<file path="src/rtl/scu_pkg.sv">
// Shared types and helpers for the stochastic-to-binary conversion blocks.
package scu_pkg;

  localparam int unsigned DATAWD_DEF = 8;

  typedef enum logic [1:0] {S2B_IDLE, S2B_ACCUM, S2B_HOLD} s2b_state_t;

  // Scale a window ones-count down to datawd bits; a full window (2**winlog) clips to all-ones.
  // Assumes winlog >= datawd and datawd < 32.
  function automatic logic [31:0] sat_scale(input logic [31:0] cnt,
                                            input int unsigned winlog,
                                            input int unsigned datawd);
    logic [31:0] scaled;
    logic [31:0] maxv;
    scaled = cnt >> (winlog - datawd);
    maxv   = (32'd1 << datawd) - 32'd1;
    return (scaled > maxv) ? maxv : scaled;
  endfunction

endpackage

</file>
<file path="src/rtl/s2b_ones_cnt.sv">
// Per-channel ones counter for one stochastic stream.
module s2b_ones_cnt #(
  parameter int unsigned CntW = 9
) (
  input  logic            clk,
  input  logic            rst,
  input  logic            clr_i,
  input  logic            en_i,
  input  logic            bit_i,
  output logic [CntW-1:0] cnt_o
);

  logic [CntW-1:0] cnt_q;

  always_ff @(posedge clk) begin
    if (rst || clr_i) begin
      cnt_q <= '0;
    end else if (en_i) begin
      cnt_q <= cnt_q + CntW'(bit_i);
    end
  end

  assign cnt_o = cnt_q;

endmodule

</file>
<file path="src/rtl/s2b_pair_counter.sv">
// Lockstep stochastic-to-binary converter for a pair of streams with valid/ready output.
module s2b_pair_counter
  import scu_pkg::*;
#(
  parameter int unsigned DATAWD = DATAWD_DEF,
  parameter int unsigned WINLOG = 8
) (
  input  logic              clk,
  input  logic              rst,
  input  logic              iStart,
  input  logic              iEn,
  input  logic              iBitA,
  input  logic              iBitB,
  input  logic              iReady,
  output logic [DATAWD-1:0] oA,
  output logic [DATAWD-1:0] oB,
  output logic              oValid,
  output logic              oBusy
);

  localparam logic [WINLOG-1:0] WinLast = '1;

  s2b_state_t        state_q;
  logic [WINLOG-1:0] win_q;
  logic [DATAWD-1:0] a_q, b_q;
  logic              valid_q, busy_q;
  logic [WINLOG:0]   cnt_a, cnt_b;
  logic [WINLOG:0]   fin_a, fin_b;
  logic              cnt_clr, cnt_en;

  // Counters clear on entry to ACCUM, from IDLE or straight out of a HOLD handshake.
  assign cnt_clr = iStart && ((state_q == S2B_IDLE) || ((state_q == S2B_HOLD) && iReady));
  assign cnt_en  = (state_q == S2B_ACCUM) && iEn;

  // The last enabled cycle's bits must be folded into the registered result.
  assign fin_a = cnt_a + (WINLOG+1)'(iBitA);
  assign fin_b = cnt_b + (WINLOG+1)'(iBitB);

  s2b_ones_cnt #(.CntW(WINLOG + 1)) u_cnt_a (
    .clk   (clk),
    .rst   (rst),
    .clr_i (cnt_clr),
    .en_i  (cnt_en),
    .bit_i (iBitA),
    .cnt_o (cnt_a)
  );

  s2b_ones_cnt #(.CntW(WINLOG + 1)) u_cnt_b (
    .clk   (clk),
    .rst   (rst),
    .clr_i (cnt_clr),
    .en_i  (cnt_en),
    .bit_i (iBitB),
    .cnt_o (cnt_b)
  );

  always_ff @(posedge clk) begin
    if (rst) begin
      state_q <= S2B_IDLE;
      win_q   <= '0;
      a_q     <= '0;
      b_q     <= '0;
      valid_q <= 1'b0;
      busy_q  <= 1'b0;
    end else begin
      unique case (state_q)
        S2B_IDLE: begin
          if (iStart) begin
            state_q <= S2B_ACCUM;
            win_q   <= '0;
            busy_q  <= 1'b1;
          end
        end
        S2B_ACCUM: begin
          if (iEn) begin
            win_q <= win_q + WINLOG'(1);
            if (win_q == WinLast) begin
              a_q     <= DATAWD'(sat_scale(32'(fin_a), WINLOG, DATAWD));
              b_q     <= DATAWD'(sat_scale(32'(fin_b), WINLOG, DATAWD));
              valid_q <= 1'b1;
              busy_q  <= 1'b0;
              state_q <= S2B_HOLD;
            end
          end
        end
        S2B_HOLD: begin
          if (iReady) begin
            valid_q <= 1'b0;
            if (iStart) begin
              state_q <= S2B_ACCUM;
              win_q   <= '0;
              busy_q  <= 1'b1;
            end else begin
              state_q <= S2B_IDLE;
            end
          end
        end
        default: state_q <= S2B_IDLE;
      endcase
    end
  end

  assign oA     = a_q;
  assign oB     = b_q;
  assign oValid = valid_q;
  assign oBusy  = busy_q;

endmodule

</file>
<file path="config.mk">
export PLATFORM = sky130hd
export DESIGN_NAME = s2b_pair_counter
export DESIGN_NICKNAME = d
export VERILOG_FILES = /design/src/rtl/scu_pkg.sv /design/src/rtl/s2b_ones_cnt.sv /design/src/rtl/s2b_pair_counter.sv
export SDC_FILE = /design/constraint.sdc
export NUM_CORES = 1
export LEC_CHECK = 0
export BUFFER_PORTS_ARGS = -buffer_cell sky130_fd_sc_hd__buf_2
export CORE_MARGIN = 2
export CORE_UTILIZATION = 52
export CTS_CLUSTER_SIZE = 28
export DETAILED_ROUTE_END_ITERATION = 6
export PLACE_DENSITY = 0.85
export SYNTH_ARGS = -nofsm -noshare
export SYNTH_HDL_FRONTEND = slang
export SYNTH_SLANG_ARGS = --single-unit
</file>
<file path="constraint.sdc">
create_clock -name clk -period 1.5 [get_ports clk]
set_input_delay 0.075 -clock clk [delete_from_list [all_inputs] [get_ports clk]]
set_output_delay 0.075 -clock clk [all_outputs]
set_load 0.005 [all_outputs]
</file>
==> metrics.yaml, run 1 <==
setup_path:
  cp_slowest_stage_delay_ns: 0.33
  required_ns: 1.72
  end_kind: "flip-flop"
  r2r-end: "oA[2]$_SDFFE_PP0P_"
  r2r_setup_slack_ns: -0.02
  cp_slowest_cell: "dfxtp_2"
  crit_path_max_fanout: 3
  rr_worst_depth: 7
  worstPathArrival_ns: 1.74
  worstSetupPathType: "reg -> reg"
  start_kind: "flip-flop"
  crit-reg2reg-launch: "u_cnt_a.cnt_o[0]$_SDFFE_PP0P_"
  path_cells: "ha_2 -> ha_4 -> nand4_1 -> nor2_2 -> xnor2_2 -> buf_4 -> a311oi_1"
synth:
  synth.distinct_cells: 39
  synth_compound_area_share_pct: 15.33
  synth_top_family_by_area: "simple AND/OR/NAND/NOR gates"
  synth-seq-area-share_pct: 42.25
  synth_nets: 259
  yosysWarnings: 0
  async_reset_ff_share_pct: 0
  yosys.area.top_type: "dfxtp_1"
  ys.flop_type: "dfxtp_1"
  netlist_area_sq_um: 2180
  yosys_register_bits: 46
  synth_edf_count: 0
  synth-adder-area-share_pct: 4.018
  synth.area.mux_share_pct: 0.4592
  synth_top_cell_area_share_pct: 42.25
  synth_cells: 245
  synth-simple-area-share_pct: 23.82
  syn_avg_cell_area_sq_um: 8.896
  synth_xor_xnor_area_share_pct: 9.644
  synthTopCellsByArea: "dfxtp_1 (42%), xnor2_1 (6.8%), nor2_1 (5.7%)"
final_layout:
  diodes: 0
  nFillCells: 303
  syn_to_final_growth_pct: 31.63
  drive_gt1_share_pct: 34.77
  finalNetCount: 315
  regArea_sq_um: 925.9
  multi_input_area_sq_um: 1346
min_path:
  hold_path_class: "in -> reg"
  hold_end: "state_q[1]$_SDFFE_PP0P_"
  worstHoldStart: "iReady"
  hold_path_depth: 4
routing:
  vias: 2011
  wl_mm: 5.419
  drc: 0
  wire_per_inst_microns: 15.39
  dr.pass1.iters: 4
  drtAntennaViolNets: 0
  viasPerCell: 5.713
  dr.first_iter.drc_count: 170
sta:
  slew_headroom_pct: 72.62
  hold_viol_final: 0
  rsz0062_at_grt: "yes"
  fin_ws_ns: -0.02279
  clock_skew_ns: 0.01156
  worst_pin_slew_ns: 0.4107
  max_freq_mhz: 656.7
  slew_viol_final: 0
  whs_ns: 0.07621
  setup_viol: 3
  min_period_ns: 1.523
  period_share_pct: 101.5
power:
  intPower_mw: 1.806
  vdd.ir_drop.worst_mv: 0.6403
  power_switching_mw: 0.5452
  powerDensity_nw_per_um2: 819.4
  leakagePower_nw: 1.051
  seqPwrFrac_pct: 52.6
  sw_frac_of_total_pct: 23.19
  clockPowerShare_pct: 40.2
  pwr-share-comb_pct: 7.2
grt:
  track_usage_pct: 22.09
  grt_pass1_wl_mm: 7.838
  grt_pass1_vias: 1794
  overflow: 0
  antenna_found_initial: 0
  grt_max_degree: 27
clocking:
  tritoncts: "built"
  clk_latency_ns: 0.31
  numCtsBuffers: 5
  h-tree-depth: 2
  root_buffer: "clkbuf_8"
  clock-sinks: 46
  cts.reportedPaths.clkPinSlew_ns: 0.09
  clk_path_buf_depth: 2
flow_run:
  max_cap_viol_count: 0
floorplan:
  die_h_microns: 68.74
  die_width_microns: 68.74
  coreArea_sq_um: 4029
  dieArea_sq_um: 4725
  start_util_pct: 54.10
  rows: 23
  ios: 25
outcome:
  outcome: "finished, violations left"
  violations: "setup timing"
placed_design:
  hpwl_mm: 3.163
  dp_slack_ns: -0.03046
  portBuffers: 24
  gp_congestion: 0.8241
## metal layers
layer / global-route usage [%] / share of wire, %
met4: 7.353 / 2.9
met5: 0 / 0
met1: 26.32 / 42
met3: 3.896 / 4.9
met2: 39.90 / 50
## power groups by stage
stage	logic (mW)	clock network, mW	registers, mW
5_1_grt	0.183	0.994	1.24
3_5_place_dp	0.138	0	1.26
6_report	0.169	0.945	1.24
3_3_place_gp	0.134	0	1.26
2_1_floorplan	0.0833	0	1.26
4_1_cts	0.144	0.959	1.24
## timing repair
item,in CTS,in global routing
endpoints found under the hold margin,1,0
setup endpoints to repair,14,30
hold buffers,1,0
gates cloned,0,3
gates resized for setup,12,24
setup buffers,0,5
pin swaps,3,9
## area by class of cell
cell class	instances	area share (%)
Multi-Input combinational cell	187	46.93
Tap cell	50	2.181
Timing Repair Buffer	58	14.30
Clock inverter	3	1.526
Clock buffer	5	2.399
Sequential cell	46	32.27
Inverter	3	0.3925
## per-stage QoR
step,cells,power (mW),TNS [ns],util (%),cell area (sq um)
after global routing,352,2.416,-0.6586,71.21,2869
after floorplan,245,1.348,-0.01369,-,2201
after detailed placement,335,1.402,-0.08828,62.86,2532
after CTS,344,2.340,0,67.36,2714
final,352,2.351,-0.04107,71.21,2869
after global placement,335,1.398,0,62.86,2532
## worst max-delay path by stage
stage	startpoint	end	slack, ns	depth (start not counted)
final	u_cnt_a.cnt_o[0]$_SDFFE_PP0P_	oA[2]$_SDFFE_PP0P_	-0.02	7
after global routing	u_cnt_a.cnt_o[0]$_SDFFE_PP0P_	oA[2]$_SDFFE_PP0P_	-0.11	7
after CTS	u_cnt_b.cnt_o[0]$_SDFFE_PP0P_	oB[3]$_SDFFE_PP0P_	0.008	6
after detailed placement	u_cnt_b.cnt_o[0]$_SDFFE_PP0P_	oB[1]$_SDFFE_PP0P_	-0.03	7
after global placement	u_cnt_b.cnt_o[0]$_SDFFE_PP0P_	oB[0]$_SDFFE_PP0P_	0.01	7
after floorplan	u_cnt_b.cnt_o[0]$_SDFFE_PP0P_	oB[7]$_SDFFE_PP0P_	-0.01	6
## state kept, by name (all words and copies together) (netlist names)
signal and cells:
win_q 8, state_q 2, u_cnt_a.cnt_o 9, oA 8, u_cnt_b.cnt_o 9, oValid 1, oBusy 1, oB 8
## worst max-delay path: cells and delay by family, from the launching register on
family | cells | cell delay (ns)
xor+xnor | 1 | 0.08
fa+ha+maj | 2 | 0.31
flops | 1 | 0.33
simple gates | 2 | 0.29
compound gates | 1 | 0.27
buf+inv | 1 | 0.15
## cells in the final DEF (no fill, tap or decap), types with 7 or more instances in the layout
cell type,instances
dfxtp_1,42
nor2_1,31
buf_4,29
buf_2,24
nand2_1,17
xnor2_1,15
a21oi_1,15
o21ai_0,8
or3_1,8
xor2_1,7
## cells by family after synthesis
logic type	Yosys count
adder cells (fa/ha/maj)	7
XOR/XNOR	24
flip-flops	46
buffers and inverters	15
AO/OA/AOI/OAI	50
AND/OR/NAND/NOR	102
multiplexers	1
## synth_stat cells, types with 2 or more instances
cell and instances:
nor3_1 11, a211oi_1 5, buf_2 3, o21ai_0 8
and3_1 2, a311oi_1 2, o21bai_1 5, buf_6 5
a211oi_2 3, o31ai_1 2, inv_1 3, nor2_1 33
or4_1 2, ha_1 7, nor3_2 2, a21oi_1 17
a31oi_1 5, nand3_1 9, or3_1 8, clkbuf_1 4
and4_1 2, nand4_1 5, dfxtp_1 46, nand2_1 17
xnor2_1 17, nor4_1 3, xor2_1 7
No activity file was read; power rests on OpenSTA's default activity.
==> run 2, diff against run 1 <==
Settings changed: CORE_MARGIN 2 to default.
==> metrics.yaml, run 2 (synthesized netlist as in run 1, its figures left out) <==
outcome:
  outcome: "finished, violations left"  # unchanged
  violations: "setup timing"  # unchanged
sta:
  worst_pin_slew_ns: 0.4436  # was 0.4107 ns
  slew_viol_final: 0  # unchanged
  clock_skew_ns: 0.01070  # was 0.01156 ns
  rsz0062_at_grt: "yes"  # unchanged
  fin_ws_ns: -0.05132  # was -0.02279 ns
  hold_viol_final: 0  # unchanged
  max_freq_mhz: 644.6  # was 656.7 MHz
  min_period_ns: 1.551  # was 1.523 ns
  setup_viol: 5  # was 3
  period_share_pct: 103.4  # was 101.5%
  whs_ns: 0.08078  # was 0.07621 ns
  slew_headroom_pct: 70.42  # was 72.62%
  tns_ns: -0.06705  # was -0.04107 ns
clocking:
  cts.reportedPaths.clkPinSlew_ns: 0.09  # about the same
  clk_path_buf_depth: 2  # unchanged
  clock-sinks: 46  # unchanged
  h-tree-depth: 2  # unchanged
  root_buffer: "clkbuf_8"  # unchanged
  clk_latency_ns: 0.30  # was 0.31 ns
  numCtsBuffers: 5  # unchanged
  tritoncts: "built"  # unchanged
placed_design:
  place_area_sq_um: 2535  # was 2532 sq um
  dp_slack_ns: -0.06916  # was -0.03046 ns
  hpwl_mm: 3.183  # was 3.163 mm
  portBuffers: 24  # unchanged
  place_inst: 337  # was 335
  gp_congestion: 0.8165  # was 0.8241
final_layout:
  layout_commonest_cell: "dfxtp_1"  # unchanged
  regArea_sq_um: 925.9  # unchanged
  layout_common_cells: "dfxtp_1 (42), buf_4 (34), nor2_1 (32), buf_2 (24), nand2_1 (17)"  # was dfxtp_1 (42), nor2_1 (31), buf_4 (29), buf_2 (24), nand2_1 (17)
  design_area_sq_um: 2915  # was 2869 sq um
  fin_cells: 355  # was 352
  multi_input_area_sq_um: 1356  # was 1346 sq um
  syn_to_final_growth_pct: 33.75  # was 31.63%
  diodes: 0  # unchanged
  drive_gt1_share_pct: 34.75  # was 34.77%
  finalNetCount: 318  # was 315
  nFillCells: 282  # was 303
power:
  pwr-share-comb_pct: 6.5  # was 7.2%
  seqPwrFrac_pct: 48.8  # was 52.6%
  intPower_mw: 2.012  # was 1.806 mW
  leakagePower_nw: 1.090  # was 1.051 nW
  power_switching_mw: 0.5263  # was 0.5452 mW
  sw_frac_of_total_pct: 20.74  # was 23.19%
  powerDensity_nw_per_um2: 870.6  # was 819.4 nW/um^2
  clockPowerShare_pct: 44.7  # was 40.2%
  vdd.ir_drop.worst_mv: 0.5462  # was 0.6403 mV
grt:
  busiest_layer: "met2"  # unchanged
  track_usage_pct: 24.77  # was 22.09%
  overflow: 0  # unchanged
  antenna_found_initial: 0  # unchanged
  met2_usage_pct: 43.06  # was 39.90%
  grt_pass1_vias: 1847  # was 1794
  grt_pass1_wl_mm: 8.176  # was 7.838 mm
  use_met1_pct: 28.83  # was 26.32%
  use_met3_pct: 6.507  # was 3.896%
  grt_max_degree: 25  # was 27
routing:
  drc: 0  # unchanged
  vias: 2024  # was 2011
  drtAntennaViolNets: 0  # unchanged
  dr.pass1.iters: 5  # was 4
  dr.first_iter.drc_count: 127  # was 170
  wire_per_inst_microns: 15.61  # was 15.39 microns
  viasPerCell: 5.701  # was 5.713
  wl_mm: 5.542  # was 5.419 mm
setup_path:
  crit_path_frequent_cell: "ha_4"
  path_cells: "ha_4 -> ha_4 -> nand4_1 -> nor2_2 -> xnor2_2 -> buf_4 -> a311oi_2"  # was ha_2 -> ha_4 -> nand4_1 -> nor2_2 -> xnor2_2 -> buf_4 -> a311oi_1
  required_ns: 1.73  # was 1.72 ns
  worstSetupPathType: "reg -> reg"  # unchanged
  cp_slowest_stage_delay_ns: 0.36  # was 0.33 ns
  worstPathArrival_ns: 1.78  # was 1.74 ns
  start_kind: "flip-flop"  # unchanged
  crit_path_max_fanout: 4  # was 3
  cp_slowest_cell: "dfxtp_2"  # unchanged
  end_kind: "flip-flop"  # unchanged
floorplan:
  start_util_pct: 54.49  # was 54.10%
  die_h_microns: 66.74  # was 68.74 microns
  die_width_microns: 66.74  # was 68.74 microns
  ios: 25  # unchanged
  dieArea_sq_um: 4454  # was 4725 sq um
  rows: 23  # unchanged
  coreArea_sq_um: 4000  # was 4029 sq um
min_path:
  hold_path_class: "in -> reg"  # unchanged
flow_run:
  max_cap_viol_count: 0  # unchanged
run 2: cell count changes in the layout (fill, tap and decap cells not counted), moves of 2 or more:
cell,previous run,this run
buf_4,29,34
nor3_2,5,3
nor4_1,3,1
nor4_2,0,2
run 2: layout make-up:
class	instances	area share, %
multi-input cells	187	46.52
repair buffers	61	14.29
clock inverters	2	2.060
inverters	3	0.3863
clock buffers	6	2.833
well taps	50	2.146
flip-flops and latches	46	31.76
run 2: metrics by stage:
stage / total power [mW] / utilization (%)
6_report: 2.538 / 72.88
5_1_grt: 2.627 / 72.88
4_1_cts: 2.532 / 68.41
3_5_place_dp: 1.400 / 63.37
3_3_place_gp: 1.394 / 63.37
2_1_floorplan: 1.348 / -
run 2: what timing repair did:
action / in CTS / in global routing
hold buffers: 1 / 0
endpoints found under the setup margin: 16 / 31
gates cloned: 0 / 3
pin swaps: 2 / 10
buffers inserted: 0 / 6
endpoints found under the hold margin: 1 / 0
resized for setup: 10 / 25
run 2: critical path: cells and delay by family (launching register included):
kind | cells | cell delay [ns]
DFF | 1 | 0.36
adders and majority gates | 2 | 0.27
buffers and inverters | 1 | 0.15
xor gates and xnor gates | 1 | 0.08
AOI/OAI and AO/OA | 1 | 0.23
and+or+nand+nor | 2 | 0.39
run 2: path summary, 6_finish.rpt:
kind,startpoint,to,slack [ns],depth (start not counted)
worst min register to register,oValid$_SDFFE_PP0P_,oValid$_SDFFE_PP0P_,0.49,2
worst min-delay path,iStart,oBusy$_SDFFE_PP0P_,0.08,3
worst max-delay path,u_cnt_a.cnt_o[0]$_SDFFE_PP0P_,oA[2]$_SDFFE_PP0P_,-0.05,7
worst max register to register,u_cnt_a.cnt_o[0]$_SDFFE_PP0P_,oA[2]$_SDFFE_PP0P_,-0.05,7
run 2: power groups by stage:
stage | Combinational (mW) | Sequential (mW) | Clock, mW
floorplan | 0.0833 | 1.26 | 0
global placement | 0.130 | 1.26 | 0
detailed placement | 0.136 | 1.26 | 0
CTS | 0.140 | 1.24 | 1.16
global route | 0.179 | 1.24 | 1.21
finish | 0.165 | 1.24 | 1.13
run 2: metal layers:
layer  vias up  routed length (microns)
met3        19                      274
met2        55                     2737
li1       1000                        -
met5         -                        0
met1       950                     2380
met4         0                      150
==> run 3, diff against run 2 <==
Settings changed: ABC_AREA from default to 1, CORE_UTILIZATION 52 to 53, PLACE_DENSITY 0.85 to 0.86.
==> metrics.yaml, run 3 <==
grt:
  antenna_found_initial: 0  # unchanged
  overflow: 0  # unchanged
  use_met1_pct: 31.12  # was 28.83%
  busiest_layer: "met2"  # unchanged
  grt_max_degree: 19  # was 25
  track_usage_pct: 25.96  # was 24.77%
  use_met3_pct: 5.483  # was 6.507%
  grt_pass1_wl_mm: 10.11  # was 8.176 mm
  grt_pass1_vias: 2277  # was 1847
  met2_usage_pct: 43.80  # was 43.06%
setup_path:
  path_cells: "ha_4 -> nand3_2 -> nor2_4 -> buf_4 -> nand3_4 -> a21oi_1 -> nand2_1 -> inv_1"  # was ha_4 -> ha_4 -> nand4_1 -> nor2_2 -> xnor2_2 -> buf_4 -> a311oi_2
  cp_slowest_cell: "dfxtp_2"  # unchanged
  crit-reg2reg-launch: "win_q[0]$_SDFFE_PP0P_"  # was u_cnt_a.cnt_o[0]$_SDFFE_PP0P_
  r2r-end: "oB[7]$_SDFFE_PP0P_"  # was oA[2]$_SDFFE_PP0P_
  crit_path_max_fanout: 7  # was 4
  rr_worst_depth: 8  # was 7
  crit_end: "oB[7]$_SDFFE_PP0P_"  # was oA[2]$_SDFFE_PP0P_
  r2r_setup_slack_ns: 0.04  # was -0.05 ns
  end_kind: "flip-flop"  # unchanged
  worstSetupPathType: "reg -> reg"  # unchanged
  cp_slowest_stage_delay_ns: 0.38  # was 0.36 ns
  start_kind: "flip-flop"  # unchanged
  required_ns: 1.76  # was 1.73 ns
  crit_path_start: "win_q[0]$_SDFFE_PP0P_"  # was u_cnt_a.cnt_o[0]$_SDFFE_PP0P_
  worstPathArrival_ns: 1.72  # was 1.78 ns
power:
  leakagePower_nw: 1.413  # was 1.090 nW
  powerDensity_nw_per_um2: 885.0  # was 870.6 nW/um^2
  vdd.ir_drop.worst_mv: 0.4390  # was 0.5462 mV
routing:
  wl_mm: 6.528  # was 5.542 mm
  viasPerCell: 5.389  # was 5.701
  drtAntennaViolNets: 0  # unchanged
  dr.first_iter.drc_count: 288  # was 127
  drc: 4  # was 0
  wire_per_inst_microns: 13.71  # was 15.61 microns
  vias: 2565  # was 2024
  dr.pass1.iters: 7  # was 5
floorplan:
  die_width_microns: 70.49  # was 66.74 microns
  die_h_microns: 70.49  # was 66.74 microns
  start_util_pct: 55.94  # was 54.49%
  coreArea_sq_um: 4444  # was 4000 sq um
  dieArea_sq_um: 4969  # was 4454 sq um
  rows: 24  # was 23
  ios: 25  # unchanged
final_layout:
  drive_gt1_share_pct: 19.81  # was 34.75%
  nFillCells: 350  # was 282
  regArea_sq_um: 925.9  # unchanged
  diodes: 0  # unchanged
  layout_commonest_cell: "nand2_1"  # was dfxtp_1
  multi_input_area_sq_um: 1449  # was 1356 sq um
  syn_to_final_growth_pct: 21.94  # was 33.75%
  layout_common_cells: "nand2_1 (114), inv_1 (56), nor2_1 (48), dfxtp_1 (42), a21oi_1 (28)"  # was dfxtp_1 (42), buf_4 (34), nor2_1 (32), buf_2 (24), nand2_1 (17)
  finalNetCount: 437  # was 318
  final_util_pct: 68.22  # was 72.88%
min_path:
  worstHoldStart: "rst"  # was iStart
  hold_path_class: "in -> reg"  # unchanged
clocking:
  clk_path_buf_depth: 2  # unchanged
  root_buffer: "clkbuf_8"  # unchanged
  cts.reportedPaths.clkPinSlew_ns: 0.08  # was 0.09 ns
  hold_buffers: 0  # was 1
  clk_latency_ns: 0.32  # was 0.30 ns
  tritoncts: "built"  # unchanged
  clock-sinks: 46  # unchanged
  h-tree-depth: 2  # unchanged
  numCtsBuffers: 5  # unchanged
synth:
  synth.distinct_cells: 29  # was 39
  synthTopCellsByArea: "dfxtp_1 (37%), nand2_1 (18%), inv_1 (8.8%)"  # was dfxtp_1 (42%), xnor2_1 (6.8%), nor2_1 (5.7%)
  synth_cells: 387  # was 245
  syn_avg_cell_area_sq_um: 6.424  # was 8.896 sq um
  yosys.area.top_type: "dfxtp_1"  # unchanged
  synth_nets: 401  # was 259
  async_reset_ff_share_pct: 0  # unchanged
  netlist_area_sq_um: 2486  # was 2180 sq um
  synthTopCellsByCount: "nand2_1 (119), inv_1 (58), nor2_1 (52)"  # was dfxtp_1 (46), nor2_1 (33), a21oi_1 (17), nand2_1 (17), xnor2_1 (17)
  yosys_register_bits: 46  # unchanged
  yosysWarnings: 0  # unchanged
  synth_top_cell_area_share_pct: 37.04  # was 42.25%
  synth_most_common_cell: "nand2_1"  # was dfxtp_1
  ys.flop_type: "dfxtp_1"  # unchanged
  synth_edf_count: 0  # unchanged
  synth-seq-area-share_pct: 37.04  # was 42.25%
sta:
  hold_viol_final: 0  # unchanged
  slew_viol_final: 0  # unchanged
  tns_ns: 0  # was -0.06705 ns
  max_freq_mhz: 685.7  # was 644.6 MHz
  worst_pin_slew_ns: 0.3673  # was 0.4436 ns
  period_share_pct: 97.22  # was 103.4%
  min_period_ns: 1.458  # was 1.551 ns
  clock_skew_ns: 0.009222  # was 0.01070 ns
  slew_headroom_pct: 75.52  # was 70.42%
  setup_viol: 0  # was 5
  fin_ws_ns: 0.04173  # was -0.05132 ns
outcome:
  outcome: "finished, violations left"  # unchanged
  violations: "DRC"  # was setup timing
placed_design:
  hpwl_mm: 3.830  # was 3.183 mm
  dp_slack_ns: -0.05120  # was -0.06916 ns
  gp_congestion: 0.8227  # was 0.8165
  portBuffers: 24  # unchanged
flow_run:
  max_cap_viol_count: 0  # unchanged
-- run 3: kinds of logic (layout without fill, tap and decap cells) --
logic type / count (synthesis) / count (layout) / synth area share, %
compound gates: 45 / 45 / 9.663
flops: 46 / 46 / 37.04
fa+ha+maj: 7 / 7 / 3.523
simple gates: 214 / 217 / 36.24
buf+inv: 71 / 105 / 12.13
xor+xnor: 4 / 4 / 1.409
-- run 3: how the worst min path moves through the flow --
stage	to	slack (ns)	depth (start not counted)
final	oBusy$_SDFFE_PP0P_	0.07	2
after global routing	oBusy$_SDFFE_PP0P_	0.09	2
after CTS	win_q[2]$_SDFFE_PP0P_	0.08	2
after detailed placement	oBusy$_SDFFE_PP0P_	0.39	2
after global placement	oBusy$_SDFFE_PP0P_	0.39	2
after floorplan	oValid$_SDFFE_PP0P_	0.29	3
-- run 3: power breakdown --
part           leakage (nW)  switching (mW)  internal, mW
Combinational         0.968           0.155        0.0839
Sequential            0.374          0.0287          1.25
Clock                0.0714           0.457         0.711
Total                  1.41           0.641          2.04
-- run 3: layout make-up --
class | count | area share, %
sequential | 46 | 30.54
clock buffer | 6 | 2.724
tap | 52 | 2.146
clock inverter | 2 | 1.981
timing repair buffer | 36 | 7.057
inverter | 61 | 7.759
multi-input combinational | 273 | 47.79
-- run 3: worst max-delay path, delay by kind of cell, from the launching register on --
kind            cells  cell delay (ns)
simple gates        4             0.46
fa+ha+maj           1             0.16
compound gates      1             0.21
buf+inv             2             0.19
flops               1             0.38
-- run 3: timing repair --
action                     CTS  global route
setup endpoints to repair   16            23
setup buffers                2             1
gates resized for setup      5            36
cloned                       3             0
pin swaps                    1             7
-- run 3: per-layer routing --
metal	wire, microns	part of all wire, %	vias up
li1	-	-	1268
met5	0	0	-
met2	3115	48	133
met3	508	7.8	33
met1	2637	40	1131
met4	266	4.1	0
-- run 3: per-stage QoR --
stage               total power, mW  cells  hold slack (ns)  area (sq um)
floorplan                     1.449    387           0.2911          2486
global placement              1.502    462           0.3902          2669
detailed placement            1.509    462           0.3916          2669
CTS                           2.653    475          0.07850          2882
global route                  2.767    476          0.09246          3032
finish                        2.683    476          0.07357          3032
